===== src/rtl/pipe_fwd_chain_pkg.sv =====
// Shared definitions for the writeback/forwarding chain: stage-count limit,
// register-zero address, default widths and register bus types.
package pipe_fwd_chain_pkg;

    localparam int STAGES_MAX       = 8;
    localparam int DEFAULT_DW       = 32;
    localparam int DEFAULT_AW       = 5;
    localparam int DEFAULT_RD_PORTS = 2;
    localparam int ADDR_ZERO        = 0;

    typedef logic [DEFAULT_DW-1:0] reg_bus_t;
    typedef logic [DEFAULT_AW-1:0] reg_addr_bus_t;

    // Saturating 32-bit increment: sticks at all-ones instead of wrapping.
    function automatic logic [31:0] sat_inc32(input logic [31:0] v);
        return (v == 32'hFFFF_FFFF) ? v : (v + 32'd1);
    endfunction

endpackage


===== src/rtl/pipe_fwd_chain_fwd_mux.sv =====
// Single read-port forwarding selector. Candidate 0 is the youngest result
// (the execute-stage input); the lowest-index matching candidate wins.
module pipe_fwd_chain_fwd_mux
    import pipe_fwd_chain_pkg::*;
#(
    parameter int DW    = DEFAULT_DW,
    parameter int AW    = DEFAULT_AW,
    parameter int NCAND = 4
) (
    input  logic [NCAND-1:0]    cand_we,
    input  logic [NCAND*AW-1:0] cand_wd,
    input  logic [NCAND*DW-1:0] cand_wdata,
    input  logic [AW-1:0]       raddr,
    input  logic [DW-1:0]       rf_rdata,
    output logic [DW-1:0]       rdata,
    output logic                hit
);

    logic [DW-1:0] sel_data_s;
    logic          sel_hit_s;
    logic          match_s;

    // Priority match: scan oldest to youngest so the youngest match is the last writer.
    always_comb begin
        sel_data_s = rf_rdata;
        sel_hit_s  = 1'b0;
        match_s    = 1'b0;
        for (int i = NCAND - 1; i >= 0; i--) begin
            match_s    = cand_we[i] & (cand_wd[i*AW +: AW] == raddr);
            sel_data_s = match_s ? cand_wdata[i*DW +: DW] : sel_data_s;
            sel_hit_s  = sel_hit_s | match_s;
        end
    end

    // Register zero is hard-wired: it never forwards and always reads as zero.
    always_comb begin
        if (raddr == AW'(ADDR_ZERO)) begin
            rdata = {DW{1'b0}};
            hit   = 1'b0;
        end else begin
            rdata = sel_data_s;
            hit   = sel_hit_s;
        end
    end

endmodule


===== src/rtl/pipe_fwd_chain.sv =====
// Writeback-carrying pipeline chain with per-stage stall/flush, regfile write
// port from the last stage and combinational operand forwarding.
module pipe_fwd_chain
    import pipe_fwd_chain_pkg::*;
#(
    parameter int STAGES   = 3,
    parameter int DW       = DEFAULT_DW,
    parameter int AW       = DEFAULT_AW,
    parameter int RD_PORTS = DEFAULT_RD_PORTS
) (
    input  logic                   clk,
    input  logic                   rst,
    input  logic                   in_valid,
    input  logic                   in_wreg,
    input  logic [AW-1:0]          in_wd,
    input  logic [DW-1:0]          in_wdata,
    output logic                   in_ready,
    input  logic [STAGES-1:0]      stall,
    input  logic                   flush,
    input  logic [RD_PORTS*AW-1:0] raddr,
    input  logic [RD_PORTS*DW-1:0] rf_rdata,
    output logic [RD_PORTS*DW-1:0] fwd_rdata,
    output logic [RD_PORTS-1:0]    fwd_hit,
    output logic                   wb_we,
    output logic [AW-1:0]          wb_wd,
    output logic [DW-1:0]          wb_wdata,
    output logic [31:0]            stall_cnt
);

    localparam int NCAND = STAGES + 1;

    if (STAGES < 1 || STAGES > STAGES_MAX) begin : g_stages_illegal
        $error("pipe_fwd_chain: STAGES out of range");
    end

    logic [STAGES-1:0]   valid_r;
    logic [STAGES-1:0]   wreg_r;
    logic [AW-1:0]       wd_r    [STAGES];
    logic [DW-1:0]       wdata_r [STAGES];
    logic [31:0]         stall_cnt_r;
    logic [STAGES-1:0]   hold_s;
    logic                ready_s;
    logic [NCAND-1:0]    cand_we_s;
    logic [NCAND*AW-1:0] cand_wd_s;
    logic [NCAND*DW-1:0] cand_wdata_s;

    // Effective hold: a stall in any older stage freezes every younger stage.
    always_comb begin
        logic acc;
        acc    = 1'b0;
        hold_s = {STAGES{1'b0}};
        for (int k = STAGES - 1; k >= 0; k--) begin
            acc       = acc | stall[k];
            hold_s[k] = acc;
        end
    end

    assign ready_s  = ~hold_s[0] & ~flush;
    assign in_ready = ready_s;

    // Stage registers: flush beats hold, hold beats bubble, otherwise shift forward.
    always_ff @(posedge clk or negedge rst) begin
        if (!rst) begin
            valid_r <= {STAGES{1'b0}};
            wreg_r  <= {STAGES{1'b0}};
            for (int k = 0; k < STAGES; k++) begin
                wd_r[k]    <= {AW{1'b0}};
                wdata_r[k] <= {DW{1'b0}};
            end
        end else begin
            if (flush) begin
                valid_r[0] <= 1'b0;
                wreg_r[0]  <= 1'b0;
            end else if (hold_s[0]) begin
                valid_r[0] <= valid_r[0];
            end else begin
                valid_r[0] <= in_valid;
                wreg_r[0]  <= in_wreg;
                wd_r[0]    <= in_wd;
                wdata_r[0] <= in_wdata;
            end
            for (int k = 1; k < STAGES; k++) begin
                if (flush) begin
                    valid_r[k] <= 1'b0;
                    wreg_r[k]  <= 1'b0;
                end else if (hold_s[k]) begin
                    valid_r[k] <= valid_r[k];
                end else if (hold_s[k-1]) begin
                    valid_r[k] <= 1'b0;
                    wreg_r[k]  <= 1'b0;
                end else begin
                    valid_r[k] <= valid_r[k-1];
                    wreg_r[k]  <= wreg_r[k-1];
                    wd_r[k]    <= wd_r[k-1];
                    wdata_r[k] <= wdata_r[k-1];
                end
            end
        end
    end

    // Count cycles in which the chain refuses input; saturates at all-ones.
    always_ff @(posedge clk or negedge rst) begin
        if (!rst) begin
            stall_cnt_r <= 32'd0;
        end else if (!ready_s) begin
            stall_cnt_r <= sat_inc32(stall_cnt_r);
        end else begin
            stall_cnt_r <= stall_cnt_r;
        end
    end

    assign stall_cnt = stall_cnt_r;

    // A held last stage does not write, so each entry writes exactly once on release.
    assign wb_we    = valid_r[STAGES-1] & wreg_r[STAGES-1] & ~hold_s[STAGES-1];
    assign wb_wd    = wd_r[STAGES-1];
    assign wb_wdata = wdata_r[STAGES-1];

    // Candidate list for forwarding: execute input first, then stages young to old.
    always_comb begin
        cand_we_s    = {NCAND{1'b0}};
        cand_wd_s    = {(NCAND*AW){1'b0}};
        cand_wdata_s = {(NCAND*DW){1'b0}};
        cand_we_s[0]          = in_valid & in_wreg;
        cand_wd_s[0 +: AW]    = in_wd;
        cand_wdata_s[0 +: DW] = in_wdata;
        for (int k = 0; k < STAGES; k++) begin
            cand_we_s[k+1]              = valid_r[k] & wreg_r[k];
            cand_wd_s[(k+1)*AW +: AW]   = wd_r[k];
            cand_wdata_s[(k+1)*DW +: DW] = wdata_r[k];
        end
    end

    for (genvar p = 0; p < RD_PORTS; p++) begin : g_port
        pipe_fwd_chain_fwd_mux #(
            .DW    (DW),
            .AW    (AW),
            .NCAND (NCAND)
        ) u_fwd_mux (
            .cand_we    (cand_we_s),
            .cand_wd    (cand_wd_s),
            .cand_wdata (cand_wdata_s),
            .raddr      (raddr[p*AW +: AW]),
            .rf_rdata   (rf_rdata[p*DW +: DW]),
            .rdata      (fwd_rdata[p*DW +: DW]),
            .hit        (fwd_hit[p])
        );
    end

endmodule


===== config.mk =====
export PLATFORM = sky130hd
export DESIGN_NAME = pipe_fwd_chain
export DESIGN_NICKNAME = d
export VERILOG_FILES = /design/src/rtl/pipe_fwd_chain_pkg.sv /design/src/rtl/pipe_fwd_chain_fwd_mux.sv /design/src/rtl/pipe_fwd_chain.sv
export SDC_FILE = /design/constraint.sdc
export NUM_CORES = 1
export LEC_CHECK = 0
export BUFFER_PORTS_ARGS = -buffer_cell sky130_fd_sc_hd__buf_2
export CAP_MARGIN = 0
export CORE_MARGIN = 5
export CORE_UTILIZATION = 53
export DETAILED_ROUTE_END_ITERATION = 8
export MAX_ROUTING_LAYER = met4
export PLACE_DENSITY = 0.91
export SLEW_MARGIN = 0
export SYNTH_ARGS = -nofsm -noshare
export SYNTH_HDL_FRONTEND = slang
export SYNTH_HIERARCHICAL = 1
export SYNTH_SLANG_ARGS = --single-unit

===== constraint.sdc =====
create_clock -name clk -period 2.3 [get_ports clk]
set_input_delay 0.115 -clock clk [delete_from_list [all_inputs] [get_ports clk]]
set_output_delay 0.115 -clock clk [all_outputs]
set_load 0.05 [all_outputs]

==> results of run 1 <==
==> flip-flops by register name, summed over array words and instances, names as in the netlist <==
name          flops
cand_wdata_s     64
stall_cnt        32
wb_wdata         32
cand_wd_s        10
wb_wd             5
valid_r           3
wreg_r            3
==> kinds of logic after synthesis <==
family | after synthesis | synth area share (%)
mux | 179 | 20.0
buf+inv | 167 | 10.2
flops | 149 | 38.5
compound gates | 147 | 17.5
simple gates | 119 | 7.30
xor+xnor | 69 | 6.40
fa+ha+maj | 1 | 0.129
==> where the power goes <==
group	total [mW]	internal (mW)	switching, mW
clock network	3.13	1.90	1.24
logic	4.80	1.67	3.14
registers	4.59	3.38	1.21
total	12.5	6.94	5.58
==> through the flow <==
stage / hold slack [ns] / setup slack, ns / power, mW
3_3_place_gp: 0.136 / -0.0462 / 8.07
5_1_grt: 0.00670 / -0.563 / 12.9
2_1_floorplan: -0.181 / 0.0275 / 7.48
4_1_cts: 0.000584 / -0.273 / 11.7
6_report: 0.0235 / -0.528 / 12.5
3_5_place_dp: 0.147 / -0.0904 / 8.25
==> cell usage after synthesis (3+ instances only) <==
master / n
dfrtp_1: 149
mux2_2: 112
mux2i_1: 66
inv_1: 65
o221ai_1: 64
a221oi_2: 60
buf_4: 41
xor2_1: 38
buf_2: 37
xnor2_1: 29
nand2_1: 19
nor3_1: 16
nor2_1: 14
nand3_1: 12
nand4_1: 10
clkbuf_1: 9
and3_1: 8
buf_6: 8
nor4_1: 8
buf_12: 6
a21oi_1: 4
and2_1: 4
nor2_2: 4
and4_1: 3
nand2b_1: 3
nor4_4: 3
o21ai_0: 3
o31a_1: 3
or2_1: 3
==> how the worst max path moves through the flow <==
stage,endpoint,slack (ns),cells past startpoint
after floorplan,stall_cnt[1],0.03,6
after global placement,fwd_rdata[42],-0.05,8
after detailed placement,fwd_rdata[42],-0.09,8
after CTS,fwd_rdata[28],-0.27,8
after global routing,fwd_rdata[51],-0.56,8
final,fwd_rdata[51],-0.53,8
==> worst max-delay path, delay by kind of cell (launching register included) <==
| family | cells | cell delay, ns |
|---|---|---|
| simple gates | 2 | 0.69 |
| buf+inv | 3 | 0.52 |
| mux | 1 | 0.14 |
| flops | 1 | 0.44 |
| xor+xnor | 1 | 0.16 |
| compound gates | 1 | 0.32 |
==> cell type report <==
cell class / instances / share of cell area [%]
clock inverters: 13 / 1.35
well taps: 229 / 1.99
repair buffers: 379 / 23.3
clock buffers: 19 / 3.15
flip-flops and latches: 149 / 26.0
inverters: 66 / 1.73
multi-input cells: 515 / 42.4
diodes: 8 / 0.139
==> what timing repair did <==
item                                   4_1_cts  5_1_grt
hold buffers                                41        0
endpoints found under the hold margin       99        0
setup endpoints to repair                   66       66
resized for setup                          221       98
buffers inserted                            24        7
pin swaps                                   39       46
cloned                                       8        6
==> layer usage <==
| layer | GRT usage, % | up-vias | part of all wire (%) |
|---|---|---|---|
| li1 | - | 3690 | - |
| met1 | 37.6 | 4516 | 33 |
| met2 | 53.5 | 799 | 47 |
| met3 | 8.89 | 302 | 11 |
| met4 | 22.0 | 0 | 8.8 |
| met5 | - | - | 0 |
==> results by stage, run 1 <==
Synthesis:
- The number of enable-type register cells in the synthesized netlist is 0.
- Counting flops and latches in the post-synthesis netlist gives between 100 and 150.
- The most used flip-flop cell after synthesis is dfrtp_1.
- In the post-synthesis netlist, the biggest area contributors are dfrtp_1 (39%), mux2_2 (13%), a221oi_2 (9.3%).
- In this run the biggest area consumer among cell types represents approximately two fifths of the synthesized area.
- The synthesis warning total is 6.
- The post-synthesis cell area is 9680 um^2.
- The synthesized netlist contains 50 unique library cells.
- The share of async-settable or async-resettable flops after synthesis is 100%.
- For this run, the register share of the synthesized area comes to about two fifths.
- The number of standard cells after synthesis is slightly above 800.
- The cell taking the most area after synthesis is dfrtp_1.
- Synthesis produced a netlist with a net count of 951.
- In this run the mean area of a mapped cell was around 12 um^2.

STA:
- The normalized max-slew margin is between 50% and 60%.
- Subtracting the final worst setup slack from the clock period gives roughly 2.8 ns.
- Setup repair after global routing could not meet its margin everywhere.
- The count of final max-slew check failures came to 0.
- The clock arrives with slightly below 0.01 ns of skew.
- After layout, the worst setup slack is -0.528 ns.
- The peak clock frequency supported by timing is between 0.3 and 0.4 GHz.
- The number of hold violations in the final report is 0.
- The final critical path takes up 123% of the cycle.
- The total setup violations reported at the end of the flow is 66.
- After routing, the total negative slack on setup checks comes to -23.32 ns.
- At the pin with the least slew margin, the transition time is approximately 0.66 ns.

Critical path:
- The end of the worst register-to-register path is stall_cnt[21].
- Along the worst path, the maximum fanout reaches 5.
- The critical path goes through xor2_2, nor4_2, and3_4, buf_12, buf_16, mux2i_1, a221oi_2, buf_6.
- The worst register-to-register path has a setup slack of 0.16 ns.
- The type of the worst setup path is flop to output pin.
- For this design, the slowest cell found on the critical path is dfrtp_2.
- The worst setup path is captured at an output pin.
- In this run the worst setup path begins at wb_wd[4].
- The arrival time of data at the critical path endpoint is 2.71 ns.
- The worst setup path is launched from a flop.
- The count of cells along the worst register-to-register path is 6.
- The worst reg2reg path startpoint is stall_cnt[0].
- For the worst setup path, the data required time is approximately 2.2 ns.
- For this run, the slowest stage of the critical path takes about 0.44 ns.

Outcome:
- The checks that failed: negative setup slack.
- The flow ran to the end, but the final reports show violations.

Hold path:
- The kind of path behind the tightest hold check is primary input to flop.
- In this run the most critical hold path is launched from in_wd[0].
- For hold timing, the worst endpoint is cand_wd_s[5].
- The worst hold path was traced through 2 stages.

Finish:
- The footprint of the flip-flops and latches is about 3700 um^2.
- The share of final-layout standard cells stronger than drive strength 1 is 57.4%.
- The core utilization of the finished layout is ~80%.
- Fill cells in the final layout number around 860.
- The area added between synthesis and finish is 48.5%.
- The final layout contains ~1200 nets.
- The summed area of non-filler cells in the final layout is around 14000 um^2.
- Leaving out filler cells and counting taps, the final layout contains between 1000 and 1500.
- The most common cell after layout, fill and taps aside is buf_2.
- The library cells used most frequently in the layout, excluding fill and tap cells, are buf_2 (188), dfrtp_1 (145), mux2_2 (112).
- In the final layout, the multi-input gates occupy between 6000 and 7000 um^2.

Drt:
- The first detailed-routing pass ran for 7 iterations.
- In this run the remaining antenna-violating nets after routing total 0.
- For this run, design rule violations remaining after detail routing come to 0.
- The iteration-0 DRC count of the detailed router is between 700 and 800.
- The final wirelength is between 40000 and 50000 um.
- In the final routed layout, each cell accounts on average for between 20 and 30 um.
- Summing over every cut layer, the via total after detailed routing is between 9000 and 10000.
- Using the TritonRoute via totals, the vias-per-cell ratio works out to 6.75.

Clocking:
- Clock-pin slew was measured on the worst setup and hold paths at ~0.070 ns.
- The tree built by TritonCTS fans out to around 150 sinks.
- Clock latency on the worst-skew pair, taken at its later pin, is 0.43 ns.
- The number of levels the H-tree was split into is 4.
- The TritonCTS clock tree is done.
- The number of clock buffers inserted by TritonCTS is 17.
- The clock root buffer is clkbuf_16.
- Counting along the longest clock path gives a buffer depth of 2.

Die:
- Pin placement for this block handled ~260 I/O pins.
- For this configuration, the core starts out at a cell density of between 50% and 60%.
- In this run the core area contains just under 50 standard-cell rows.
- The die covers around 21000 um^2.
- In this run the horizontal extent of the chip is approximately 150 um.
- The die boundary height is roughly 150 um.
- The placeable core area is between 15000 and 20000 um^2.

GRT:
- The first-pass GRT wire length is roughly 55000 um.
- The maximum number of pins on one net before global-route repair is 77.
- In the global route stage, overall resource usage came out at about a third.
- The initial antenna violation count is 6.
- After global routing the overflow that remains totals 0.
- The number of global-route vias before repair is 9504.

Placed design:
- The number of port buffers is 255.
- The placer's final routability congestion estimate is 0.966.
- The post-placement cell area is 11100 um^2.
- The post-placement cell count is between 1000 and 1500.
- Once detailed placement completed, the half-perimeter wirelength came to between 20000 and 25000 um.

Pwr:
- The analysis attributes to cell leakage a power of 6.10 nW.
- The power per unit of standard cell area is between 800 and 900 nW/um^2.
- The worst vdd rail ir drop is between 1 and 1.5 mV.

Flow run:
- The max-capacitance violation count is 0.
(Power assumes the default switching activity.)
==> run 2: changes to the inputs <==
- ABC_AREA: not set -> 0
- HOLD_SLACK_MARGIN: not set -> 0.05
==> results by stage, run 2 (synthesized netlist as in run 1, its figures left out) <==
Finish:
- The library cells used most frequently in the layout, excluding fill and tap cells, are buf_2 (188), dfrtp_1 (145), mux2_2 (112).
- The final layout contains 1255 nets.
- The non-filler instance count after layout is about 1400.
- Cells fill 79.3% of the core in the end.
- The register with the most flip-flops in the layout has between 60 and 70 of them.
- The library cell used most frequently in the layout, excluding fill and tap cells, is buf_2.
- From synthesis to final layout, the design area changed by 47.1%.
- Cells with a size suffix above 1 make up about 57% of the layout.

Critical path:
- The reg2reg setup slack is about 0.16 ns.
- The setup path with the least slack is of type flop to output pin.
- The worst reg2reg path startpoint is stall_cnt[0].
- The worst register-to-register path ends at stall_cnt[21].
- The count of cells along the worst register-to-register path is 6.
- Data on the critical path is required at its endpoint by 2.18 ns.
- STA classifies the critical path startpoint as a flop.
- The kind of end point of the critical path is an output pin.
- The arrival time of data at the critical path endpoint is between 2 and 3 ns.
- In this run the worst path has a maximum fanout of 8.

STA:
- The worst path in the final design needs a cycle of roughly 2.7 ns, including I/O delays and setup.
- The transition at the pin with the smallest max-transition slack is between 0.6 and 0.7 ns.
- For the final database, setup skew stands at between 0.01 and 0.015 ns.
- The count of final max-slew check failures is 0.
- The worst hold-check slack is approximately 0.11 ns.
- The worst path setup slack after routing is -0.440 ns.
- The total setup violations reported at the end of the flow is 66.
- The peak clock frequency supported by timing is 0.365 GHz.
- The number of hold violations in the final report is 0.
- The post-route fraction of the period consumed by the critical path is 119%.
- The normalized max-slew margin is roughly 56%.
- Summed over all failing endpoints, the final setup total negative slack is -21.56 ns.
- Setup repair after global routing could not meet its margin everywhere.

Placed design:
- The placer's final routability congestion estimate is a little under 1.
- The post-placement cell count is about 1300.
- The worst slack at placement is -0.0904 ns.
- The number of port buffers is 255.
- Detailed placement ended at an HPWL of about 20000 um.

Die:
- The placeable core area is about 18000 um^2.
- The row count is approximately 50.
- The floorplan step defined a die boundary enclosing 21100 um^2.
- Measured along the x axis, the die boundary spans 145 um.
- The die boundary height is about 150 um.
- 256 I/O pins were placed.
- The effective utilization at floorplan is 53.9%.

Flow run:
- Max-cap violations in this run came to 0.

Hold path:
- The instance count along the most critical hold path is 3.
- The worst hold path endpoint is valid_r[2].
- The kind of path behind the tightest hold check is primary input to flop.
- In this run the most critical hold path is launched from stall[2].

Clocking:
- The clock passes through at most 2 buffers.
- The number of levels the H-tree was split into is 4.
- The clock net in this run drives a total of between 100 and 150 sinks.
- The clock root buffer is clkbuf_16.
- The number of clock buffers inserted by TritonCTS is 17.
- For the worst-skew pair, the clock arrives at the later sink with an insertion delay of between 0.4 and 0.5 ns.
- The clock slew seen by the registers of the worst setup and hold paths is approximately 0.070 ns.
- TritonCTS built the clock tree.

GRT:
- The maximum number of pins on one net before global-route repair is 77.
- The final global-route overflow total is 0.
- The first global-routing pass estimated 55500 um of wire.
- The initial antenna violation count is 5.
- Global routing consumed, over all layers together, between 30% and 40% of the routing resources.
- The number of global-route vias before repair is approximately 9500.

Drt:
- The average via count per standard cell is approximately 6.6.
- In this run the remaining antenna-violating nets after routing total 0.
- Dividing the detail-routed wire length by the instance count gives roughly 29 um.
- The first detailed-routing pass ran for 5 iterations.
- The count of unresolved DRC violations after routing is 0.
- For this block, the initial DRC count from the detailed router was around 850.
- Detailed routing inserted a total of between 9000 and 10000 vias.
- The final wirelength is between 30000 and 40000 um.

Pwr:
- The analysis attributes to cell leakage a power of between 6 and 7 nW.
- The worst vdd rail ir drop is between 1 and 1.5 mV.
- Power spread over the standard cell area amounts to between 800 and 900 nW/um^2.

Outcome:
- The checks that failed: negative setup slack.
- The flow ran to the end, but the final reports show violations.
==> run 2: worst max-delay path by stage <==
stage / to / depth (start not counted) / startpoint
5_1_grt: fwd_rdata[58] / 8 / cand_wd_s[14]
3_5_place_dp: fwd_rdata[42] / 8 / cand_wd_s[10]
6_report: fwd_rdata[58] / 8 / cand_wd_s[14]
3_3_place_gp: fwd_rdata[42] / 8 / cand_wd_s[10]
4_1_cts: fwd_rdata[28] / 8 / wb_wd[2]
2_1_floorplan: stall_cnt[1] / 6 / stall_cnt[0]
==> run 2: report_power, final <==
part / total, mW / switching, mW / internal (mW)
clock: 3.12 / 1.23 / 1.90
sequential: 4.53 / 1.15 / 3.38
combinational: 4.80 / 3.11 / 1.69
total: 12.5 / 5.49 / 6.96
==> run 2: area by class of cell <==
| type | count | area (um^2) |
|---|---|---|
| diodes | 6 | 15.0 |
| inverters | 66 | 249 |
| fillers | 879 | 3730 |
| multi-input cells | 515 | 5930 |
| repair buffers | 386 | 3380 |
| flip-flops and latches | 149 | 3730 |
| clock buffers | 19 | 453 |
| well taps | 229 | 287 |
| clock inverters | 13 | 194 |
==> run 2: metrics by stage <==
stage               cell area (um^2)  total power [mW]
floorplan                       9690              7.48
global placement               11100              8.07
detailed placement             11100              8.25
CTS                            13500              11.7
global route                   14200              12.8
finish                         14200              12.5
==> run 2: what timing repair did <==
item | in CTS | in global routing
hold endpoints to repair | 101 | 0
pin swaps | 39 | 35
cloned | 8 | 6
hold buffers | 43 | 0
setup buffers | 24 | 14
resized for setup | 221 | 76
endpoints found under the setup margin | 66 | 66
==> run 2: critical path: stages, from the launching register on <==
cell and delay (ns):
dfrtp_1 0.41, buf_4 0.16, xor2_1 0.16, nor4_2 0.29, and3_4 0.28, nor2_4 0.12
clkbuf_16 0.20, a221oi_4 0.35, buf_6 0.21
==> run 2: per-layer routing <==
layer  wire (um)  vias to the layer above  GRT usage (%)
met5           0                        -              -
met1       13600                     4492           37.8
met4        3030                        0           20.1
met2       19100                      727           55.1
met3        4030                      254           8.76
li1            -                     3695              -
